## config.mk

```make
export PLATFORM = sky130hd
export DESIGN_NAME = uart_hash_framer
export DESIGN_NICKNAME = d
export VERILOG_FILES = /design/src/rtl/hash_framer_pkg.sv /design/src/rtl/byte_tx_seq.sv /design/src/rtl/uart_hash_framer.sv
export SDC_FILE = /design/constraint.sdc
export NUM_CORES = 1
export LEC_CHECK = 0
export BUFFER_PORTS_ARGS = -buffer_cell sky130_fd_sc_hd__clkbuf_2
export CORE_AREA = 4 4 260 262
export CTS_CLUSTER_DIAMETER = 40
export DETAILED_ROUTE_END_ITERATION = 10
export DIE_AREA = 0 0 264 266
export HOLD_SLACK_MARGIN = 0.12
export PLACE_DENSITY = 0.68
export RECOVER_POWER = 100
export SLEW_MARGIN = 10
export SYNTH_ARGS = -nofsm -noshare
export SYNTH_HDL_FRONTEND = slang
export SYNTH_SLANG_ARGS = --single-unit
```

## constraint.sdc

```tcl
create_clock -name clk -period 6.25 [get_ports clk]
set_clock_uncertainty 0.1 [all_clocks]
set_input_delay 0 -clock clk [delete_from_list [all_inputs] [get_ports clk]]
set_output_delay 0 -clock clk [all_outputs]
set_load 0.02 [all_outputs]
```

## src/rtl/hash_framer_pkg.sv

```systemverilog
// Shared types and helpers for the UART hash framer: FSM encoding, the pad
// marker byte and nibble-to-ASCII conversion.
package hash_framer_pkg;
  typedef enum logic [2:0] {
    COLLECT, PAD, LEN, SEND_BLK, WAIT_DIG, TX_BYTE, TX_WAIT
  } state_t;

  localparam logic [7:0] PAD_BYTE = 8'h80;

  function automatic logic [7:0] hex_char(input logic [3:0] n);
    return (n < 4'd10) ? (8'h30 + {4'h0, n}) : (8'h57 + {4'h0, n});
  endfunction
endpackage

```

## src/rtl/byte_tx_seq.sv

```systemverilog
// UART transmit handshake: fires a one-cycle transmit pulse when the UART is idle,
// then reports done once the UART has been seen busy and has gone idle again.
module byte_tx_seq (
  input  logic       clk,
  input  logic       reset,
  input  logic       go,
  input  logic       wait_en,
  input  logic [7:0] data,
  input  logic       is_transmitting,
  output logic       fired,
  output logic       done,
  output logic       transmit,
  output logic [7:0] tx_byte
);
  logic seen_busy;

  assign fired = go && !is_transmitting;
  assign done  = wait_en && seen_busy && !is_transmitting;

  always_ff @(posedge clk or negedge reset) begin
    if (!reset) begin
      transmit  <= 1'b0;
      tx_byte   <= '0;
      seen_busy <= 1'b0;
    end else begin
      transmit <= fired;
      if (fired) begin
        tx_byte   <= data;
        seen_busy <= 1'b0;
      end else if (wait_en && is_transmitting) begin
        seen_busy <= 1'b1;
      end
    end
  end
endmodule

```

## src/rtl/uart_hash_framer.sv

```systemverilog
// Frames UART bytes into padded hash blocks terminated by TERM, then returns the
// digest over the UART. Define HASH_HEX_OUT_EN to send the digest as ASCII hex + CRLF.
module uart_hash_framer
  import hash_framer_pkg::*;
#(
  parameter int          BLOCK_BYTES  = 64,
  parameter int          LEN_BYTES    = 8,
  parameter int          DIGEST_BYTES = 16,
  parameter logic [23:0] TERM         = 24'h454F46
) (
  input  logic                      clk,
  input  logic                      reset,
  input  logic                      received,
  input  logic [7:0]                rx_byte,
  input  logic                      is_transmitting,
  output logic                      transmit,
  output logic [7:0]                tx_byte,
  output logic                      blk_valid,
  input  logic                      blk_ready,
  output logic                      blk_last,
  output logic [8*BLOCK_BYTES-1:0]  blk_data,
  input  logic                      dig_valid,
  input  logic [8*DIGEST_BYTES-1:0] dig_data,
  output logic                      ovf_err
);
  localparam int IW = $clog2(BLOCK_BYTES + 1);
  localparam int LW = 8 * LEN_BYTES;
`ifdef HASH_HEX_OUT_EN
  localparam int NTX = 2 * DIGEST_BYTES + 2;
`else
  localparam int NTX = DIGEST_BYTES;
`endif
  localparam int TW = $clog2(NTX + 1);

  state_t                         state, state_n;
  logic [BLOCK_BYTES-1:0][7:0]    blk_buf;
  logic [DIGEST_BYTES-1:0][7:0]   dig_q;
  logic [IW-1:0]                  idx;
  logic [31:0]                    count;
  logic [7:0]                     h0, h1;
  logic [1:0]                     hcnt;
  logic                           pad80;
  logic [TW-1:0]                  tx_idx;
  logic                           wr_en, rx_ok, match, idx_last, blk_fire;
  logic                           tx_fired, tx_done, tx_final;
  logic [7:0]                     wbyte, len_byte, tx_data;
  logic [LW-1:0]                  len_bits;

  assign rx_ok     = received && (state == COLLECT);
  // The two held bytes plus the incoming one form the terminator window.
  assign match     = rx_ok && (hcnt == 2'd2) && ({h1, h0, rx_byte} == TERM);
  assign idx_last  = (idx == IW'(BLOCK_BYTES - 1));
  assign blk_fire  = (state == SEND_BLK) && blk_ready;
  assign tx_final  = (tx_idx == TW'(NTX - 1));
  assign blk_valid = (state == SEND_BLK);
  assign blk_data  = blk_buf;
  assign len_bits  = LW'({count, 3'b000});

  always_comb begin
    len_byte = '0;
    for (int j = 0; j < LEN_BYTES; j++)
      if (idx == IW'(BLOCK_BYTES - LEN_BYTES + j)) len_byte = len_bits[8*j +: 8];
  end

`ifdef HASH_HEX_OUT_EN
  localparam int SW = TW - 1;
  logic [7:0] dsel;
  always_comb begin
    tx_data = 8'h0A;
    dsel    = '0;
    for (int i = 0; i < DIGEST_BYTES; i++)
      if (tx_idx[TW-1:1] == SW'(i)) dsel = dig_q[i];
    if (tx_idx < TW'(2 * DIGEST_BYTES))
      tx_data = hex_char(tx_idx[0] ? dsel[3:0] : dsel[7:4]);
    else if (tx_idx == TW'(2 * DIGEST_BYTES))
      tx_data = 8'h0D;
  end
`else
  always_comb begin
    tx_data = '0;
    for (int i = 0; i < DIGEST_BYTES; i++)
      if (tx_idx == TW'(i)) tx_data = dig_q[i];
  end
`endif

  byte_tx_seq u_tx (
    .clk(clk), .reset(reset),
    .go(state == TX_BYTE), .wait_en(state == TX_WAIT),
    .data(tx_data), .is_transmitting(is_transmitting),
    .fired(tx_fired), .done(tx_done),
    .transmit(transmit), .tx_byte(tx_byte)
  );

  always_ff @(posedge clk or negedge reset) begin
    if (!reset) state <= COLLECT;
    else        state <= state_n;
  end

  always_comb begin
    state_n = state;
    wr_en   = 1'b0;
    wbyte   = '0;
    case (state)
      COLLECT: begin
        if (match) state_n = PAD;
        else if (rx_ok && hcnt == 2'd2) begin
          wr_en = 1'b1;
          wbyte = h1;
          if (idx_last) state_n = SEND_BLK;
        end
      end
      PAD: begin
        if (!pad80) begin
          wr_en = 1'b1;
          wbyte = PAD_BYTE;
          if (idx_last) state_n = SEND_BLK;
        end else if (idx == IW'(BLOCK_BYTES - LEN_BYTES)) begin
          state_n = LEN;
        end else begin
          // Buffer is already zero, so zero-fill is just an index advance.
          wr_en = 1'b1;
          if (idx_last) state_n = SEND_BLK;
        end
      end
      LEN: begin
        wr_en = 1'b1;
        wbyte = len_byte;
        if (idx_last) state_n = SEND_BLK;
      end
      SEND_BLK: if (blk_ready) state_n = blk_last ? WAIT_DIG : (pad80 ? PAD : COLLECT);
      WAIT_DIG: if (dig_valid) state_n = TX_BYTE;
      TX_BYTE:  if (tx_fired)  state_n = TX_WAIT;
      TX_WAIT:  if (tx_done)   state_n = tx_final ? COLLECT : TX_BYTE;
      default:  state_n = COLLECT;
    endcase
  end

  always_ff @(posedge clk or negedge reset) begin
    if (!reset) begin
      blk_buf  <= '0;
      dig_q    <= '0;
      idx      <= '0;
      count    <= '0;
      h0       <= '0;
      h1       <= '0;
      hcnt     <= '0;
      pad80    <= 1'b0;
      blk_last <= 1'b0;
      ovf_err  <= 1'b0;
      tx_idx   <= '0;
    end else begin
      if (wr_en) begin
        for (int i = 0; i < BLOCK_BYTES; i++)
          if (idx == IW'(i)) blk_buf[i] <= wbyte;
        idx <= idx + 1'b1;
      end
      if (wr_en && state == COLLECT) count <= count + 32'd1;
      if (match) hcnt <= '0;
      else if (rx_ok) begin
        h1 <= h0;
        h0 <= rx_byte;
        if (hcnt != 2'd2) hcnt <= hcnt + 2'd1;
      end
      if (state == PAD && !pad80)   pad80    <= 1'b1;
      if (state == LEN && idx_last) blk_last <= 1'b1;
      if (blk_fire) begin
        blk_buf  <= '0;
        idx      <= '0;
        blk_last <= 1'b0;
        if (blk_last) pad80 <= 1'b0;
      end
      if (received && state != COLLECT) ovf_err <= 1'b1;
      if (state == WAIT_DIG && dig_valid) begin
        dig_q  <= dig_data;
        tx_idx <= '0;
      end
      if (state == TX_WAIT && tx_done) begin
        if (tx_final) begin
          tx_idx <= '0;
          count  <= '0;
        end else begin
          tx_idx <= tx_idx + 1'b1;
        end
      end
    end
  end
endmodule

```

Yosys cells after proc, flatten, opt, wreduce, memory -nomap -nowiden
Cells that the tools add are included.
{"block": "totals", "output_inout_bits": 524, "ff_bits": 718, "in_bits": 142, "wordCells": 477}
{"block": "op_classes", "addsub": 4, "bitwise": 1, "reduce_logical": 157, "n_eq_ne": 92, "n_mux": 130}
{"op": "512-bit 2-to-1 mux", "count": 2}
{"op": "8-bit 2-to-1 mux", "count": 91}
{"op": "7-bit by 6-bit equality test with 1-bit output (second input constant)", "count": 32}
{"op": "2-bit nonzero test", "count": 70}
{"op": "2-bit AND reduction", "count": 66}
{"op": "7-bit by 5-bit equality test with 1-bit output (second input constant)", "count": 16}
{"op": "32-bit 2-to-1 mux", "count": 3}
{"op": "7-bit by 4-bit equality test with 1-bit output (second input constant)", "count": 8}
{"op": "5-bit by 4-bit equality test with 1-bit output (second input constant)", "count": 8}
{"op": "3-bit 2-to-1 mux", "count": 11}
{"op": "32-bit by 1-bit adder with 32-bit output (second input constant)", "count": 1}
{"op": "7-bit by 3-bit equality test with 1-bit output (second input constant)", "count": 4}
{"op": "24-bit by 23-bit equality test with 1-bit output (second input constant)", "count": 1}
{"op": "8-bit case mux with 3 select lines", "count": 1}
{"op": "3-bit case mux with 7 select lines", "count": 1}
{"op": "5-bit by 3-bit equality test with 1-bit output (second input constant)", "count": 4}
{"op": "5-bit 2-to-1 mux", "count": 3}
{"op": "7-bit by 2-bit equality test with 1-bit output (second input constant)", "count": 2}
{"op": "1-bit logical AND", "count": 14}
{"op": "7-bit 2-to-1 mux", "count": 2}
{"op": "1-bit 2-to-1 mux", "count": 12}
{"op": "5-bit by 2-bit equality test with 1-bit output (second input constant)", "count": 2}
{"op": "3-bit equality test (second input constant)", "count": 3}
{"op": "2-bit inequality test (second input constant)", "count": 4}
{"op": "other kinds (19)", "count": 23}

Logic depth before layout (Yosys ltp)
Gate-level depths: netlist of run 1.
{"block": "logic_depth", "word_depth": 17, "mapped_depth": 11, "mapped_depth_nobuf": 8}

Modules after synthesis
From an unflattened synthesis of run 1, not the netlist that was laid out.
{"block": "unflattened", "hier_cells": 2181, "area_unflattened_um2": 30636.9}
{"module": "uart_hash_framer", "area_each_um2": 30230.2, "seq_area_each_um2": 17717.0, "cells_each": 2157, "instances": 1}
{"module": "byte_tx_seq", "area_each_um2": 406.6, "seq_area_each_um2": 250.2, "cells_each": 24, "instances": 1}

Worst setup path after synthesis of run 1
No wires, ideal clock.
{"block": "synth_timing", "path_type": "register to register", "start": "reg state[1]", "end": "reg blk_buf, in the netlist blk_data[368]", "stages_incl_launch_ff": 9, "t_arrival_ns": 2.375, "path_slack_ns": 3.650, "n_path_buf": 2, "setup_time_ns": 0.125, "required_ns": 6.025, "period_less_slack_ns": 2.600, "cell_sequence": "dfrtp_1 or4b_4 nor2_4 o21a_1 buf_6 o211ai_4 buf_8 o21ai_4 mux2_4"}
{"block": "synth_between", "elab_chain_cells": 9, "elab_cells_between_ends": 20, "classes_between": "eq/ne: 3; mux: 9; reduce/logical: 8"}
{"item": "start, declared", "line": "uart_hash_framer.sv:35", "source": "state_t state, state_n;"}
{"item": "start signal, assigned", "line": "uart_hash_framer.sv:96", "source": "else state <= state_n;"}
{"item": "3-bit logical NOT", "line": "uart_hash_framer.sv:49, uart_hash_framer.sv:103"}
{"item": "1-bit logical AND", "line": "uart_hash_framer.sv:49", "source": "assign rx_ok = received && (state == COLLECT);"}
{"item": "1-bit logical AND", "line": "uart_hash_framer.sv:51, uart_hash_framer.sv:106"}
{"item": "8-bit 2-to-1 mux / 1-bit logical AND (equally long branches)", "line": "uart_hash_framer.sv:106, uart_hash_framer.sv:51"}
{"item": "8-bit 2-to-1 mux", "line": "uart_hash_framer.sv:105", "source": "if (match) state_n = PAD;"}
{"item": "8-bit case mux with 3 select lines", "line": "uart_hash_framer.sv:103", "source": "case (state)"}
{"item": "8-bit 2-to-1 mux", "line": "uart_hash_framer.sv:154", "source": "if (idx == IW'(i)) blk_buf[i] <= wbyte;"}
{"item": "512-bit 2-to-1 mux", "line": "uart_hash_framer.sv:152", "source": "if (wr_en) begin"}
{"item": "512-bit 2-to-1 mux", "line": "uart_hash_framer.sv:166", "source": "if (blk_fire) begin"}
{"item": "end signal, assigned by index", "line": "uart_hash_framer.sv:154"}
{"item": "end, declared", "line": "uart_hash_framer.sv:36", "source": "logic [BLOCK_BYTES-1:0][7:0] blk_buf;"}
Parallel ways exist; a longest one is shown, timed or not. The select of a mux whose other input is x is not followed.
A chain may end at the register's enable or synchronous reset.

Worst setup path in the final report of run 1
{"block": "layout_timing", "start": "reg state[2]", "end": "reg blk_buf, in the netlist blk_data[412]"}
Same word-level chain as after synthesis.

==> results of run 1 <==
-- cell usage in the layout, fill, tap and decap left out, types with 8 or more instances in the layout --
cell type / n
nor2b_1: 10
inv_1: 28
nor2_1: 75
o21ai_4: 23
nand3_1: 20
o221ai_1: 9
nand4_1: 20
o21ai_2: 8
clkbuf_2: 150
o31ai_1: 8
mux2_2: 593
dfrtp_1: 718
o21ai_0: 91
o211ai_1: 9
a22oi_1: 12
inv_6: 16
mux2_1: 51
a211oi_1: 8
dlygate4sd3_1: 282
a221oi_1: 16
buf_4: 9
nor3_1: 19
a21oi_1: 46
clkinvlp_4: 14
nand2_1: 98
o22ai_1: 17
clkbuf_16: 102
bufinv_16: 17
ha_1: 10
clkinv_2: 11
clkbuf_1: 537
xnor2_1: 20
-- layer usage --
metal  up-vias  routed length, µm  GRT usage, %
met5         -                  0             0
met4         0               5670          14.0
met2      1234              51700          48.6
met3       317               8220          6.69
li1       9769                  -             -
met1     12000              40900          36.6
-- stage by stage --
stage	setup WS (ns)	instances	power, mW
after floorplan	3.65	2174	8.27
after global placement	2.47	3595	9.53
after detailed placement	2.36	3595	9.65
after CTS	2.35	4066	16.0
after global routing	1.10	4069	16.4
final	1.24	4070	15.8
-- layout make-up --
type / count / area, µm² / area share [%]
Clock buffer: 116 / 2680 / 6.69
Clock inverter: 72 / 1020 / 2.56
Sequential cell: 718 / 18000 / 44.9
Antenna cell: 4 / 10.0 / 0.0250
Inverter: 29 / 109 / 0.272
Timing Repair Buffer: 973 / 5670 / 14.2
Tap cell: 864 / 1080 / 2.70
Multi-Input combinational cell: 1294 / 11500 / 28.7
-- final timing paths --
check                                           from                        end  slack, ns
max reg2reg                     state[2]$_DFFE_PN0P_  blk_data[412]$_DFFE_PN0P_       1.24
min in group asynchronous                      reset     dig_q[107]$_DFFE_PN0P_       1.14
min reg2reg                blk_data[365]$_DFFE_PN0P_  blk_data[365]$_DFFE_PN0P_       0.39
max                             state[2]$_DFFE_PN0P_  blk_data[412]$_DFFE_PN0P_       1.24
min                                         received        ovf_err$_DFFE_PN0P_       0.18
max in group asynchronous                      reset  blk_data[422]$_DFFE_PN0P_       2.66
-- Yosys cell counts (20+ instances only) --
| cell | n | area [µm²] |
|---|---|---|
| dfrtp_1 | 718 | 18000 |
| nor2_1 | 73 | 274 |
| inv_1 | 28 | 105 |
| o21ai_4 | 42 | 683 |
| a21oi_1 | 46 | 230 |
| nand3_1 | 21 | 105 |
| clkbuf_1 | 113 | 424 |
| o21ai_0 | 48 | 240 |
| nand4_1 | 20 | 125 |
| o21ai_2 | 30 | 263 |
| mux2_2 | 626 | 7050 |
| nand2_1 | 98 | 368 |
| xnor2_1 | 20 | 175 |
-- kinds of logic after synthesis --
logic type | count (synthesis) | synth area share (%)
XOR/XNOR | 27 | 0.777
AO/OA/AOI/OAI | 294 | 8.10
AND/OR/NAND/NOR | 310 | 5.14
buffers and inverters | 162 | 2.18
flip-flops | 718 | 59.0
adder cells (fa/ha/maj) | 10 | 0.411
multiplexers | 653 | 24.3
-- report_power, final --
group / switching (mW) / internal (mW)
clock network: 2.34 / 3.84
registers: 0.614 / 5.42
logic: 2.27 / 1.36
-- registers in the layout, indices dropped and copies added (netlist names), 2 cells and up --
signal / cells
dig_q: 128
tx_idx: 5
idx: 7
count: 32
hcnt: 2
state: 3
h1: 8
u_tx.tx_byte: 8
blk_data: 512
h0: 8
-- worst max-delay path: stages, from the launching register on --
cell	delay, ns
dfrtp_1	0.62
or4b_1	0.70
nor2_1	0.24
o21a_1	0.70
nand2_1	0.15
o21ai_0	0.69
clkbuf_2	1.25
mux2_2	0.34
-- repair_timing --
action	4_1_cts	5_1_grt
hold buffers	283	0
gates resized for setup	0	0
endpoints found under the hold margin	552	0
==> summary.txt, run 1 <==
Floorplan
  – CORE AREA: 0.0654 mm²
  – FP Rows: 94
  – Ports: 666
  – Die width: 264 µm
  – Initial core utilization: 46.5%
  – Die Area: 0.0702 mm²
  – Die H: 266 µm

Detailed routing
  – Remaining DRCs: 0
  – Pre-Repair DR Iteration Count: 5
  – Wire per inst: 26.2 µm
  – Final WL: 106 mm
  – Via count: 23300
  – DR iter-0 viols: 2070
  – Antenna violation net count after detailed routing: 0
  – Vias per inst: 5.74

STA
  – Slew @ Worst Pin: 2.41 ns
  – Tcrit/Tclk final: 80.2%
  – Setup total negative slack: 0 ns
  – Relative slew slack: -60.9%
  – Max-slew violation count: 834
  – Final hold viol count: 0
  – Minimum clock period: 5.01 ns
  – RSZ-0062 raised after global routing: no
  – Peak Freq: 0.200 GHz
  – Hold slack: 0.182 ns
  – Setup violators final: 0

Synthesis
  – Register area share after synthesis: 59.0%
  – Synthesis Warnings: 0
  – Unique masters post-synth: 78
  – Mapped Cells: 2174
  – Top FF cell, synth: dfrtp_1
  – Syn Area/Cell: 14.0 µm²
  – Mapped Nets: 2326
  – Post-synth ARST share: 100%
  – EDFF count, synth: 0
  – Seq cells post-synth: 718
  – Post-Syn Area: 0.0304 mm²

Setup path
  – CP Launch Type: register
  – Worst path arrival time: 5.46 ns
  – Worst setup path category: reg -> reg
  – Critical Path RT: 6.70 ns
  – R2R cell count: 7
  – CP max FO: 53
  – Critical Path End Type: register

Clock tree
  – Clock Tree Buf Depth: 3
  – Post-CTS setup buffers: 0
  – CTS tree: yes
  – Cts bufs inserted: 101
  – Root Buffer: clkbuf_16
  – Clock insertion delay at the later pin of the skew report: 0.66 ns
  – H-tree depth: 3
  – Clk slew on worst S/H paths: 0.06 ns
  – Clk sink count: 718

Hold path
  – Hold Path Cell Cnt: 4
  – Worst min path class: in -> reg

Final layout
  – Util after Layout: 61.2%
  – FILL cells: 5135
  – Area grow syn2layout: 31.5%
  – Layout cells sized above 1: 30.6%
  – NumNets Final: 3269
  – Finished layout cell area: 0.0400 mm²

Global routing
  – Vias in the first global route: 24600
  – Antenna violations before repair: 3
  – Remaining global-route overflow: 0
  – Tot GR Track Use: 29.3%
  – Pin count of the biggest net entering global routing: 175
  – Global-route wire length before repair: 158 mm

Place
  – Buffers on Ports: 665
  – HPWL after detailed placement: 69.1 mm
  – Gpl congestion: 0.896
  – DP Area: 0.0346 mm²

Job
  – MaxCap Viol Count: 39

Status
  – Failing checks: max-capacitance violations, max-slew violations
  – Status: complete, but fails checks

Pwr
  – Peak VDD IR: 0.251 mV
  – PD cells: 396 mW/mm²
  – Leak: 18.7 nW
Note: power is estimated with default switching activity, not from simulation.
==> run 2: changes to the inputs <==
Settings changed: ABC_AREA from default to 1, CORE_AREA 4 4 260 262 to 4 4 256 258, DIE_AREA 0 0 264 266 to 0 0 260 262, PLACE_DENSITY 0.68 to 0.69.
Clock period 6.25 ns to 4.7 ns, I/O delays scaled along.
==> run 2 against run 1 <==
Against the previous run:
- the flow still finishes with violations (max-capacitance violations, max-slew violations)
- first-iteration DRC count increased by 68%
- sequential share of layout area decreased by 0.81 points
- synthesized cell count increased by 52%
- combinational power increased by 110%
- die area decreased by 3.0%
- clock power increased by 29%
- wire length increased by 17%
- global-route usage increased by 6.1 points
==> summary.txt, run 2 <==
Floorplan
  – CORE AREA: 0.0630 mm²
  – Initial core utilization: 47.0%
  – Ports: 666
  – Die width: 260 µm
  – FP Rows: 92
  – Die Area: 0.0681 mm²
  – Die H: 262 µm

Synthesis
  – Post-Syn Area: 0.0296 mm²
  – Unique masters post-synth: 49
  – Top FF cell, synth: dfrtp_1
  – Largest family of logic cells by synthesized area: simple AND/OR/NAND/NOR gates
  – Syn Area/Cell: 8.94 µm²
  – Ranking of synthesized cells by area: dfrtp_1 (61%), a21oi_1 (8.7%), nand2_1 (7.7%)
  – Synthesis Warnings: 0
  – Post-Synth Simple-Gate Area: 18.5%
  – Synth Area in XOR/XNOR: 0.769%
  – Share of the synthesized area in the top cell type: 60.7%
  – Post-synth ARST share: 100%
  – Post-synthesis compound-gate area fraction: 13.8%
  – Commonest cells in the netlist: dfrtp_1 (718), nand2_1 (608), nor2_1 (599)
  – Top-count cell post-synth: dfrtp_1
  – Adder-Cell Fraction of Synth Area: 0.423%
  – Seq cells post-synth: 718
  – EDFF count, synth: 0
  – Mapped Nets: 3463
  – Yosys top cell by area: dfrtp_1
  – Mapped Cells: 3311
  – Mux cell area share after synthesis: 0%
  – Register area share after synthesis: 60.7%

STA
  – RSZ-0062 raised after global routing: no
  – Max-slew violation count: 436
  – Slew @ Worst Pin: 2.42 ns
  – Tcrit/Tclk final: 84.4%
  – Setup violators final: 0
  – Final hold viol count: 0
  – Minimum clock period: 3.97 ns
  – Relative slew slack: -61.5%
  – Peak Freq: 0.252 GHz
  – Hold slack: 0.162 ns
  – Setup total negative slack: 0 ns

Global routing
  – Antenna violations before repair: 10
  – Remaining global-route overflow: 0
  – Pin count of the biggest net entering global routing: 146
  – Vias in the first global route: 30200
  – Tot GR Track Use: 35.4%
  – Global-route wire length before repair: 184 mm

Setup path
  – Critical R2R Capture: state[0]$_DFFE_PN0P_
  – RR Startpoint: tx_idx[0]$_DFFE_PN0P_
  – Buf+Inv Stages, Crit Path: 5
  – Worst path top cell family by delay: buffers and inverters
  – Worst path arrival time: 4.37 ns
  – CP max FO: 23
  – Critical Path RT: 5.10 ns
  – CP max-delay cell: dlygate4sd3_1
  – Cells along the critical path: ha_1, inv_1, nor2_1, inv_1, nor2_1, clkbuf_1, inv_1, nand2_1, o311ai_0, nor4_1, o21bai_1, dlygate4sd3_1
  – Critical Path End Type: register
  – Reg-to-reg slack, setup: 0.73 ns
  – Worst setup path category: reg -> reg
  – CP Launch Type: register
  – Cell mode on critical path: inv_1
  – Max stage delay on crit path: 0.57 ns
  – R2R cell count: 12

Final layout
  – Area grow syn2layout: 37.6%
  – Finished layout cell area: 0.0407 mm²
  – Most common cell after layout, fill and taps aside: dfrtp_1
  – Commonest cells after routing, fill and taps aside: dfrtp_1 (718), nand2_1 (642), nor2_1 (601), clkbuf_1 (555), a21oi_1 (517)
  – NumNets Final: 4537
  – Layout cells sized above 1: 8.08%
  – Largest register FFs: 512
  – Fin cells: 5327

Hold path
  – Min-delay src: rx_byte[4]
  – Hold Path Cell Cnt: 4
  – Min-Delay Endpoint: h0[4]$_DFFE_PN0P_
  – Worst min path class: in -> reg

Place
  – Gpl congestion: 0.906
  – Buffers on Ports: 665
  – Post-placement cell count: 4686
  – HPWL after detailed placement: 68.9 mm
  – DP Area: 0.0337 mm²

Clock tree
  – Root Buffer: clkbuf_16
  – Clk sink count: 718
  – Clock insertion delay at the later pin of the skew report: 0.66 ns
  – CTS resizes: 0
  – CTS tree: yes
  – Clock Tree Buf Depth: 3
  – Clk slew on worst S/H paths: 0.05 ns
  – H-tree depth: 3
  – Cts bufs inserted: 103

Detailed routing
  – Pre-Repair DR Iteration Count: 8
  – Remaining DRCs: 0
  – Via count: 30100
  – Vias per inst: 5.66
  – Final WL: 125 mm
  – Wire per inst: 23.4 µm
  – DR iter-0 viols: 3468
  – Antenna violation net count after detailed routing: 0

Pwr
  – Peak VDD IR: 0.507 mV
  – PD cells: 612 mW/mm²
  – Leak: 18.9 nW
  – Power Total: 24.9 mW

Job
  – MaxCap Viol Count: 6

Status
  – Failing checks: max-capacitance violations, max-slew violations
  – Status: complete, but fails checks
[run 2: changes by cell type after synthesis, moves of 35 or more]
cell,change
buf_2,+47
inv_1,+211
nor2_1,+526
a21oi_1,+470
o21ai_0,+126
nand2_1,+510
o21ai_4,-35
mux2_2,-626
[run 2: metrics by stage]
step | setup slack (ns) | util, %
global route | 0.482 | 64.7
finish | 0.734 | 64.7
floorplan | 2.09 | -
detailed placement | 1.25 | 53.5
global placement | 1.32 | 53.5
CTS | 1.19 | 66.2
[run 2: what timing repair did]
item	in CTS	in global routing
hold buffers	440	0
endpoints found under the hold margin	900	0
buffers inserted	0	0
[run 2: cells by family (layout without fill, tap and decap cells)]
group | after synthesis | in the layout
buffers and inverters | 428 | 1587
XOR/XNOR | 26 | 26
other | 0 | 11
AND/OR/NAND/NOR | 1360 | 1360
flip-flops | 718 | 718
adder cells (fa/ha/maj) | 10 | 10
AO/OA/AOI/OAI | 769 | 769
[run 2: cell type report]
type | instances | area (µm²)
Clock buffer | 131 | 2830
Inverter | 250 | 942
Tap cell | 846 | 1060
Timing Repair Buffer | 1147 | 7410
Fill cell | 5000 | 22200
Clock inverter | 59 | 742
Antenna cell | 11 | 27.5
Multi-Input combinational cell | 2165 | 9760
Sequential cell | 718 | 18000
[run 2: how the worst max path moves through the flow]
stage	from	end	cells past startpoint
after global routing	tx_idx[0]$_DFFE_PN0P_	state[0]$_DFFE_PN0P_	12
after global placement	idx[0]$_DFFE_PN0P_	blk_data[507]$_DFFE_PN0P_	14
after CTS	idx[0]$_DFFE_PN0P_	blk_data[343]$_DFFE_PN0P_	13
final	tx_idx[0]$_DFFE_PN0P_	state[0]$_DFFE_PN0P_	12
after detailed placement	idx[0]$_DFFE_PN0P_	blk_data[343]$_DFFE_PN0P_	13
after floorplan	state[2]$_DFFE_PN0P_	blk_data[453]$_DFFE_PN0P_	10
[run 2: tightest hold or removal path, delay by kind of cell]
kind | cells | cell delay (ns)
buffers and inverters | 3 | 0.75
AOI/OAI and AO/OA | 1 | 0.09
[run 2: where the power goes]
group          switching [mW]  internal, mW
clock network            3.05          4.96
registers                1.29          8.01
logic                    5.58          2.05
total                    9.91          15.0
[run 2: layer usage]
layer  vias to the layer above  track usage [%]  routed length, µm
met4                         4             24.3              10400
met3                       782             9.58              12500
met2                      2215             55.5              57000
met5                         -                0                 27
li1                      12900                -                  -
met1                     14300             42.9              44600
